File: config.mk
export PLATFORM = sky130hd
export DESIGN_NAME = io_uart_tx_flat
export DESIGN_NICKNAME = d
export VERILOG_FILES = /design/src/rtl/sap3_io_pkg.sv /design/src/rtl/io_uart_tx_if.sv /design/src/rtl/io_fifo.sv /design/src/rtl/io_uart_tx.sv /design/src/flat_wrapper.sv
export SDC_FILE = /design/constraint.sdc
export NUM_CORES = 1
export LEC_CHECK = 0
export CORE_ASPECT_RATIO = 1.2
export CORE_MARGIN = 5
export CORE_UTILIZATION = 50
export CTS_CLUSTER_DIAMETER = 100
export DETAILED_ROUTE_END_ITERATION = 16
export GPL_TIMING_DRIVEN = 0
export PLACE_DENSITY_LB_ADDON = 0.1
export SYNTH_ARGS = -nofsm -noshare
export SYNTH_HDL_FRONTEND = slang
export SYNTH_SLANG_ARGS = --single-unit
File: constraint.sdc
create_clock -name clk -period 2.3 [get_ports clk]
set_input_delay 0.69 -clock clk [delete_from_list [all_inputs] [get_ports clk]]
set_output_delay 0.69 -clock clk [all_outputs]
set_load 0.01 [all_outputs]
File: src/rtl/sap3_io_pkg.sv
// Shared definitions for the SAP-3 I/O path: UART state encoding,
// decoded port addresses and the default serial bit period.
`timescale 1ns/1ps
package sap3_io_pkg;

    typedef enum logic [1:0] {
        UART_IDLE  = 2'd0,
        UART_START = 2'd1,
        UART_DATA  = 2'd2,
        UART_STOP  = 2'd3
    } uart_state_e;

    localparam logic [15:0] UART_TX_ADDR = 16'h0001;

    localparam int UART_CLK_DIV_DEFAULT = 16;

endpackage

File: src/rtl/io_uart_tx_if.sv
// Output-write bus from the I/O controller to a memory-mapped port.
//
// Handshake: wr_stb is a one-cycle valid qualifying out_address_bus and
// out_data_bus in the same cycle. There is no ready; the receiving port
// always samples the write and is responsible for reporting a drop.
`timescale 1ns/1ps
interface io_uart_tx_if;
    logic        wr_stb;
    logic [15:0] out_address_bus;
    logic [7:0]  out_data_bus;

    modport master (
        output wr_stb,
        output out_address_bus,
        output out_data_bus
    );

    modport slave (
        input wr_stb,
        input out_address_bus,
        input out_data_bus
    );
endinterface

File: src/rtl/io_fifo.sv
// Small synchronous FIFO. A push while full is still accepted when a pop
// happens in the same cycle, because the head slot is freed on that edge.
`timescale 1ns/1ps
module io_fifo #(
    parameter int WIDTH = 8,
    parameter int DEPTH = 4
) (
    input  logic                     clk,
    input  logic                     rst,
    input  logic                     push,
    input  logic [WIDTH-1:0]         push_data,
    input  logic                     pop,
    output logic [WIDTH-1:0]         pop_data,
    output logic                     push_ok,
    output logic                     full,
    output logic                     empty,
    output logic [$clog2(DEPTH):0]   count
);
    localparam int AW = $clog2(DEPTH);

    logic [WIDTH-1:0] mem [DEPTH];
    logic [AW-1:0]    wptr;
    logic [AW-1:0]    rptr;
    logic [AW:0]      cnt;
    logic             do_pop;
    logic             do_push;

    // Status and accepted-operation decode from the registered count.
    always_comb begin
        full     = (cnt == (AW+1)'(DEPTH));
        empty    = (cnt == '0);
        do_pop   = pop && !empty;
        do_push  = push && (!full || do_pop);
        push_ok  = do_push;
        pop_data = mem[rptr];
        count    = cnt;
    end

    // Storage array; contents need no reset since the count gates reads.
    always_ff @(posedge clk) begin
        if (do_push) begin
            mem[wptr] <= push_data;
        end
    end

    // Pointers wrap naturally because DEPTH is a power of two.
    always_ff @(posedge clk or negedge rst) begin
        if (!rst) begin
            wptr <= '0;
            rptr <= '0;
            cnt  <= '0;
        end else begin
            if (do_push) begin
                wptr <= wptr + 1'b1;
            end
            if (do_pop) begin
                rptr <= rptr + 1'b1;
            end
            case ({do_push, do_pop})
                2'b10:   cnt <= cnt + 1'b1;
                2'b01:   cnt <= cnt - 1'b1;
                default: cnt <= cnt;
            endcase
        end
    end

endmodule

File: src/rtl/io_uart_tx.sv
// Memory-mapped UART transmitter: decodes writes to PORT_ADDR, queues the
// bytes and shifts them out as 8N1 frames, LSB first. tx is registered from
// the next-state logic so the start bit begins on the popping edge.
`timescale 1ns/1ps
module io_uart_tx
    import sap3_io_pkg::*;
#(
    parameter logic [15:0] PORT_ADDR  = UART_TX_ADDR,
    parameter int          CLK_DIV    = UART_CLK_DIV_DEFAULT,
    parameter int          FIFO_DEPTH = 4
) (
    input  logic                          clk,
    input  logic                          rst,
    io_uart_tx_if.slave                   bus,
    input  logic                          ovf_clr,
    output logic                          tx,
    output logic                          tx_busy,
    output logic                          fifo_full,
    output logic                          fifo_empty,
    output logic                          overflow,
    output logic [1:0]                    dbg_state,
    output logic [$clog2(FIFO_DEPTH):0]   dbg_fifo_count
);
    localparam int CW = $clog2(CLK_DIV);

    localparam logic [CW-1:0] BAUD_LAST = CW'(CLK_DIV - 1);

    localparam logic [1:0] S_IDLE  = UART_IDLE;
    localparam logic [1:0] S_START = UART_START;
    localparam logic [1:0] S_DATA  = UART_DATA;
    localparam logic [1:0] S_STOP  = UART_STOP;

    logic [1:0]    state;
    logic [1:0]    state_nx;
    logic [CW-1:0] cnt;
    logic [CW-1:0] cnt_nx;
    logic [2:0]    idx;
    logic [2:0]    idx_nx;
    logic [7:0]    sh;
    logic [7:0]    sh_nx;
    logic          tx_q;
    logic          tx_nx;
    logic          pop;
    logic          push_req;
    logic          push_ok;
    logic          ovf_set;
    logic [7:0]    fifo_head;

    io_fifo #(
        .WIDTH (8),
        .DEPTH (FIFO_DEPTH)
    ) u_fifo (
        .clk       (clk),
        .rst       (rst),
        .push      (push_req),
        .push_data (bus.out_data_bus),
        .pop       (pop),
        .pop_data  (fifo_head),
        .push_ok   (push_ok),
        .full      (fifo_full),
        .empty     (fifo_empty),
        .count     (dbg_fifo_count)
    );

    // Address decode; a decoded write the FIFO cannot take is a drop.
    always_comb begin
        push_req = bus.wr_stb && (bus.out_address_bus == PORT_ADDR);
        ovf_set  = push_req && !push_ok;
    end

    // Frame sequencer: next state, baud count, bit index, shifter and line.
    always_comb begin
        state_nx = state;
        cnt_nx   = cnt;
        idx_nx   = idx;
        sh_nx    = sh;
        tx_nx    = tx_q;
        pop      = 1'b0;
        case (state)
            S_IDLE: begin
                tx_nx = 1'b1;
                if (!fifo_empty) begin
                    pop      = 1'b1;
                    sh_nx    = fifo_head;
                    cnt_nx   = BAUD_LAST;
                    state_nx = S_START;
                    tx_nx    = 1'b0;
                end
            end
            S_START: begin
                if (cnt == '0) begin
                    state_nx = S_DATA;
                    idx_nx   = 3'd0;
                    cnt_nx   = BAUD_LAST;
                    tx_nx    = sh[0];
                end else begin
                    cnt_nx = cnt - 1'b1;
                end
            end
            S_DATA: begin
                if (cnt == '0) begin
                    cnt_nx = BAUD_LAST;
                    sh_nx  = {1'b0, sh[7:1]};
                    if (idx == 3'd7) begin
                        state_nx = S_STOP;
                        tx_nx    = 1'b1;
                    end else begin
                        idx_nx = idx + 3'd1;
                        tx_nx  = sh[1];
                    end
                end else begin
                    cnt_nx = cnt - 1'b1;
                end
            end
            S_STOP: begin
                tx_nx = 1'b1;
                if (cnt == '0) begin
                    state_nx = S_IDLE;
                end else begin
                    cnt_nx = cnt - 1'b1;
                end
            end
            default: begin
                state_nx = S_IDLE;
                tx_nx    = 1'b1;
            end
        endcase
    end

    // Sequencer registers; reset forces the line high mid-frame.
    always_ff @(posedge clk or negedge rst) begin
        if (!rst) begin
            state <= S_IDLE;
            cnt   <= '0;
            idx   <= 3'd0;
            sh    <= 8'd0;
            tx_q  <= 1'b1;
        end else begin
            state <= state_nx;
            cnt   <= cnt_nx;
            idx   <= idx_nx;
            sh    <= sh_nx;
            tx_q  <= tx_nx;
        end
    end

    // Sticky drop flag; a new drop outranks a clear in the same cycle.
    always_ff @(posedge clk or negedge rst) begin
        if (!rst) begin
            overflow <= 1'b0;
        end else if (ovf_set) begin
            overflow <= 1'b1;
        end else if (ovf_clr) begin
            overflow <= 1'b0;
        end
    end

    // Status outputs.
    always_comb begin
        tx        = tx_q;
        tx_busy   = (state != S_IDLE);
        dbg_state = state;
    end

endmodule

File: src/flat_wrapper.sv
// flat-port wrapper written by rule: the top's interface ports become plain ports
module io_uart_tx_flat import sap3_io_pkg::*;
#(
    parameter logic [15:0] PORT_ADDR  = UART_TX_ADDR,
    parameter int          CLK_DIV    = UART_CLK_DIV_DEFAULT,
    parameter int          FIFO_DEPTH = 4
)
  (clk, rst, ovf_clr, tx, tx_busy, fifo_full, fifo_empty, overflow, dbg_state, dbg_fifo_count, bus_wr_stb, bus_out_address_bus, bus_out_data_bus);
  io_uart_tx_if bus_i ();
  input  logic clk;
  input  logic rst;
  input  logic ovf_clr;
  output logic tx;
  output logic tx_busy;
  output logic fifo_full;
  output logic fifo_empty;
  output logic overflow;
  output logic [1:0] dbg_state;
  output logic [$clog2(FIFO_DEPTH):0] dbg_fifo_count;
  input wire logic [$bits(bus_i.wr_stb)-1:0] bus_wr_stb;
  input wire logic [$bits(bus_i.out_address_bus)-1:0] bus_out_address_bus;
  input wire logic [$bits(bus_i.out_data_bus)-1:0] bus_out_data_bus;
  assign bus_i.wr_stb = bus_wr_stb;
  assign bus_i.out_address_bus = bus_out_address_bus;
  assign bus_i.out_data_bus = bus_out_data_bus;
  io_uart_tx #(.PORT_ADDR(PORT_ADDR), .CLK_DIV(CLK_DIV), .FIFO_DEPTH(FIFO_DEPTH)) u_core (.clk(clk), .rst(rst), .bus(bus_i), .ovf_clr(ovf_clr), .tx(tx), .tx_busy(tx_busy), .fifo_full(fifo_full), .fifo_empty(fifo_empty), .overflow(overflow), .dbg_state(dbg_state), .dbg_fifo_count(dbg_fifo_count));
endmodule
Word-level counts from Yosys, hierarchy flattened
Memory sizes are Yosys's and may differ from the RTL's.
Cells that the tools add are included.
- $add $sub $neg: 6
- equal/unequal tests: 15
- muxes and demuxes: 29
- reductions and logical operators: 22
- operators with widths (kind ; count):
    == test 16 x 1 -> 1 bit (second input constant) ; 1
    two-way mux 8 bit ; 2
    case mux 8 bit (2 select lines) ; 1
    two-way mux 4 bit ; 3
    case mux 3 bit (2 select lines) ; 2
    case mux 4 bit (3 select lines) ; 1
    two-way mux 1 bit ; 10
    two-way mux 2 bit ; 5
    nonzero test 2 bit ; 5
    two-way mux 3 bit ; 3
    != test 2 x 1 -> 1 bit (second input constant) ; 4
    case mux 2 bit (4 select lines) ; 1
    adder 3 x 1 -> 3 bit (second input constant) ; 2
    == test 2 bit (second input constant) ; 3
    == test 3 bit (second input constant) ; 2
    != test 2 bit (second input constant) ; 3
    AND reduction 5 bit ; 1
    adder 2 x 1 -> 2 bit (second input constant) ; 2
    == test 2 x 1 -> 1 bit (second input constant) ; 2
    logical AND 1 bit ; 4
    zero test 4 bit ; 1
    case mux 1 bit (4 select lines) ; 1
    AND reduction 2 bit ; 2
    AND reduction 4 bit ; 1
    8 further kinds ; 10
- bits in registers: 26
- memory bits (writable): 32
- output and inout port bits: 10
- logic and storage cells: 82
- memories kept: 1
- memories (name ; depth ; width ; rd ports ; clocked after Yosys merged registers in ; wr ports ; RTL line ; text):
    u_core.u_fifo.mem ; 4 ; 8 ; 1 ; 0 ; 1 ; io_fifo.sv:21 ; logic [WIDTH-1:0] mem [DEPTH];

Logic depth before layout (Yosys ltp)
- depth in word-level cells: 9
- gate-level depth with buffers: 9

Modules after synthesis
A second synthesis with hierarchy kept.
- cells, all modules: 192
- area, all modules: 2803.9 um^2
- modules (own cells, without submodules) (module ; instances ; cells each ; area an instance (um^2)):
    io_fifo ; 1 ; 80 ; 1599.0
    io_uart_tx ; 1 ; 112 ; 1204.9

Worst setup path before layout
No wires, ideal clock.
- kind: input to register
- start: in bus_out_address_bus[3]
- end: reg u_core.u_fifo.cnt[2] (netlist: u_core.u_fifo.count[2])
- setup time: 0.079 ns
- arrival: 2.209 ns
- required time: 2.221 ns
- path slack: 0.012 ns
- cell stages on the path: 9
- cells stage by stage: nor4_2 nand4_1 nor2_1 nor2_1 fa_1 nor2_1 o21a_1 a31o_1 xor2_1
- cells in the longest elaborated chain, start to end: 5
- ends and longest elaborated chain (item ; RTL line ; text):
    start: declaration ; flat_wrapper.sv:21 ; input wire logic [$bits(bus_i.out_address_bus)-1:0] bus_out_address_bus;
    == test 16 x 1 -> 1 bit * ; io_uart_tx.sv:67 ; push_req = bus.wr_stb && (bus.out_address_bus == PORT_ADDR);
    logical AND 1 bit * ; io_uart_tx.sv:67 ;
    logical AND 1 bit * ; io_fifo.sv:33 ; do_push = push && (!full || do_pop);
    == test 2 x 1 -> 1 bit or == test 2 bit (tied branches) ; io_fifo.sv:59 ; case ({do_push, do_pop})
    case mux 3 bit (2 select lines) or nonzero test 2 bit (tied branches) ; - ;
    end signal: assignment ; io_fifo.sv:60 ; 2'b10: cnt <= cnt + 1'b1;
    end signal: assignment ; io_fifo.sv:61 ; 2'b01: cnt <= cnt - 1'b1;
    end signal: assignment ; io_fifo.sv:62 ; default: cnt <= cnt;
    end: declaration ; io_fifo.sv:24 ; logic [AW:0] cnt;
Every way passes the cells marked *; elsewhere a longest branch is shown, timed or not.
A chain may end at the register's enable or synchronous reset.

Final worst setup path
- start: in bus_out_address_bus[12]
- end: reg u_core.u_fifo.cnt[2] (netlist: u_core.u_fifo.count[2])
Same word-level chain as after synthesis.

==> metrics <==
Max stage delay cell, worst path=sky130_fd_sc_hd__clkdlybuf4s50_1; number of placement rows=29; biggest area contributors in the synthesized netlist=sky130_fd_sc_hd__edfxtp_1 35%, sky130_fd_sc_hd__dfrtp_1 23%, sky130_fd_sc_hd__mux4_2 6.5%; portion of total power attributed to the clock network=0.386; simple-gate share of the synthesized area=0.120; adder-cell share of the synthesized area=0.0613; category of cells accounting for the largest share of critical-path delay=simple AND/OR/NAND/NOR gates; largest fanout on the critical path=5; global-route total usage across every layer=0.163; maximum vdd drop=0.563 mV; wire length of the first global-routing pass=9.09 mm; Clock transition at path regs=0.07 ns; later-pin clock latency in the skew report=0.33 ns; number of DRC markers in iteration 0=63; largest stage delay on the critical path=0.40 ns; number of search-and-repair iterations in the first detailed-routing pass=4; Post-Route Setup TNS=0 ns; number of failing hold endpoints at the final stage=0; number of distinct library cells after synthesis=44; Post-DRT Antenna Nets=0; internal power of the cells=2.02 mW; relative slew slack=0.604; largest family of logic cells by synthesized area=simple AND/OR/NAND/NOR gates; highest clock rate=456 MHz; Static Leakage=1.52 nW; max-slew violation total from the final report=0; Layout Skew=0.00590 ns; sw frac=0.251; fraction of synthesized cell area taken by the top area cell type=0.346; clock sink count=58; ordered cell list for the critical path=clkdlybuf4s50_1, or3_4, nor2_4, nor2_2, fa_2, nor2_1, o21a_1, a31o_1, xor2_1; post-synthesis compound-gate area fraction=0.0884; Chip Width=78.0 µm; overflow left after global routing=0; setup violators final=0; status=completed; multiplexer area fraction after synthesis=0.113; warnings from Yosys=0; buffering stage count on the worst path with inverters included=1; PD cells=748 nW/µm²; Min Hold Slack=0.349 ns; CP required=2.56 ns; Post-CTS Hold Buffers=0; number of global-route vias before repair=1872; category of the most critical setup path=in -> reg; ys async rst share=0.448; arrival time of the worst setup path=2.45 ns; Bufs on Longest Clock Path=2; antenna diode count=0; initial antenna violation count=0; fin crit share=0.954; Port Buffer Count=37; hold crit path type=in -> async; number of synthesized flops with an enable pin=32; unrepaired setup endpoints after global routing=no; Area growth syn-to-layout=29.9%; share of post-route cells with drive strength above 1=0.228; Startpoint Class=input port; Slew @ Worst Pin=0.594 ns; die area=7140 µm²; clock root buffer master=sky130_fd_sc_hd__clkbuf_8; Via Count=1823; shortest period the worst path allows=2.19 ns; combinational group share of total power=0.150; Initial Utilization=0.520; Avg WL per Cell=15.3 µm; total of flip-flops plus latches after synthesis=58; Flop pwr share=0.464; TritonCTS clock tree=built; half-perimeter wire length of the detailed placement result=3.61 mm; TritonCTS Buffers=9; Std-Cell Core Area=5330 µm²; Util after Layout=0.676; Worst setup EP type=flop; Boundary Pins=38; total chip power=2.70 mW; pin count of the biggest net entering global routing=27; Max H-tree Level=3; most instantiated flip-flop cell in the synthesis netlist=sky130_fd_sc_hd__edfxtp_1; final weighted congestion in routability-driven placement=0.793; nets@finish=312; mean cell area of the mapped netlist=13.1 µm²; Syn Std Cell Area=2770 µm²; Vert. Die Dim=91.6 µm; portion of the post-synthesis area used by sequential elements=0.581; Psw=676 µW; mean number of vias per cell=5.39; number of violations of the max-capacitance limit=0; fraction of synthesized cell area in xor and xnor cells=0.0126; Post-route DRC=0; synthesized net count=253; Gate Count Post-Synth=212; largest area contributor in the netlist=sky130_fd_sc_hd__edfxtp_1; wire length after detailed routing=5.18 mm; Layout fillers=418
-- layer usage --
layer / share of wire / vias up / routed length, µm / global-route usage
met3: 0.045 / 9 / 235 / 0.0416
met5: 0 / - / 0 / 0
met2: 0.52 / 40 / 2690 / 0.273
met1: 0.42 / 881 / 2170 / 0.193
met4: 0.016 / 0 / 85 / 0.0775
li1: - / 893 / - / -
-- power by group through the flow --
stage,clock network (mW),registers [mW],logic [mW]
5_1_grt,1.12,1.27,0.460
3_3_place_gp,0,1.27,0.372
2_1_floorplan,0,1.27,0.229
3_5_place_dp,0,1.28,0.384
6_report,1.04,1.25,0.404
4_1_cts,1.06,1.25,0.403
-- cells by family (layout without fill, tap and decap cells) --
| kind of cell | count (synthesis) | count (layout) |
|---|---|---|
| AO/OA/AOI/OAI | 41 | 41 |
| flip-flops | 58 | 58 |
| multiplexers | 21 | 21 |
| buffers and inverters | 16 | 80 |
| AND/OR/NAND/NOR | 59 | 59 |
| XOR/XNOR | 4 | 4 |
| adder cells (fa/ha/maj) | 13 | 13 |
-- placed cells by master, fill, tap and decap left out, types with 4 or more instances in the layout --
cell type                         synthesis  routed
sky130_fd_sc_hd__mux2i_1                 10      10
sky130_fd_sc_hd__edfxtp_1                32      32
sky130_fd_sc_hd__clkbuf_8                 0       9
sky130_fd_sc_hd__dlymetal6s2s_1           0       4
sky130_fd_sc_hd__dfrtp_1                 25      22
sky130_fd_sc_hd__nor2_1                  12      10
sky130_fd_sc_hd__and2_2                   4       4
sky130_fd_sc_hd__a21oi_1                  8       8
sky130_fd_sc_hd__dlygate4sd2_1            0       7
sky130_fd_sc_hd__o21ai_0                 21      21
sky130_fd_sc_hd__clkdlybuf4s50_1          0      19
sky130_fd_sc_hd__clkdlybuf4s15_1          0       6
sky130_fd_sc_hd__inv_1                   11      10
sky130_fd_sc_hd__nand2_1                 23      23
sky130_fd_sc_hd__mux4_2                   8       8
sky130_fd_sc_hd__ha_1                    12      11
sky130_fd_sc_hd__buf_4                    0      11
-- through the flow --
step / instance area (µm²) / setup WS [ns] / std cells
finish: 3600 / 0.106 / 338
global route: 3600 / 0.00920 / 338
CTS: 3550 / 0.000645 / 337
detailed placement: 3220 / -0.629 / 311
global placement: 3220 / -0.606 / 311
floorplan: 2770 / 0.0119 / 212
-- registers in the layout, indices dropped and copies added, names as in the netlist --
signal / cells
u_core.u_fifo.mem: 32
u_core.sh: 8
u_core.cnt: 4
u_core.idx: 3
u_core.u_fifo.count: 3
u_core.dbg_state: 2
u_core.u_fifo.rptr: 2
u_core.u_fifo.wptr: 2
u_core.overflow: 1
u_core.tx: 1
-- area by class of cell --
class	instances	area, µm²	area share
clock inverters	7	103	0.0285
well taps	62	77.6	0.0215
flip-flops and latches	58	1620	0.449
inverters	11	41.3	0.0115
plain buffers	5	21.3	0.00590
clock buffers	9	124	0.0344
multi-input cells	138	1170	0.325
repair buffers	48	449	0.125
-- worst reg2reg max path, stage by stage, from the launching register on --
cell,delay [ns]
sky130_fd_sc_hd__dfrtp_2,0.44
sky130_fd_sc_hd__buf_4,0.17
sky130_fd_sc_hd__o31ai_2,0.55
sky130_fd_sc_hd__nor2_2,0.10
sky130_fd_sc_hd__fa_2,0.35
sky130_fd_sc_hd__nor2_1,0.09
sky130_fd_sc_hd__o21a_1,0.12
sky130_fd_sc_hd__a31o_1,0.10
sky130_fd_sc_hd__xor2_1,0.14
-- cell usage after synthesis (2+ instances only) --
cell                       number
sky130_fd_sc_hd__clkbuf_1       3
sky130_fd_sc_hd__xnor2_1        2
sky130_fd_sc_hd__o21ai_0       21
sky130_fd_sc_hd__dfrtp_1       25
sky130_fd_sc_hd__mux2_2         2
sky130_fd_sc_hd__nand2b_1       2
sky130_fd_sc_hd__ha_1          12
sky130_fd_sc_hd__nand2_1       23
sky130_fd_sc_hd__inv_1         11
sky130_fd_sc_hd__and2_2         4
sky130_fd_sc_hd__nor4_2         2
sky130_fd_sc_hd__a21oi_1        8
sky130_fd_sc_hd__edfxtp_1      32
sky130_fd_sc_hd__a22o_1         3
sky130_fd_sc_hd__nor2_1        12
sky130_fd_sc_hd__buf_2          2
sky130_fd_sc_hd__nor3_1         4
sky130_fd_sc_hd__mux2i_1       10
sky130_fd_sc_hd__mux4_2         8
sky130_fd_sc_hd__xor2_1         2
-- final timing paths --
path	slack, ns	end	cells after the start	startpoint
min in group clk	0.47	u_core.tx	2	u_core.tx
worst max register to register	0.18	u_core.u_fifo.count[2]	8	u_core.u_fifo.count[0]
worst min register to register	0.47	u_core.tx	2	u_core.tx
max in group asynchronous	1.53	u_core.u_fifo.count[0]	1	rst
worst min-delay path	0.35	u_core.idx[1]	1	rst
worst max-delay path	0.11	u_core.u_fifo.count[2]	9	bus_out_address_bus[12]
-- repair_timing --
action,CTS,global route
setup buffers,10,2
pin swaps,8,8
resized for setup,25,16
endpoints found under the setup margin,37,35
No activity file was read; power rests on OpenSTA's default activity.
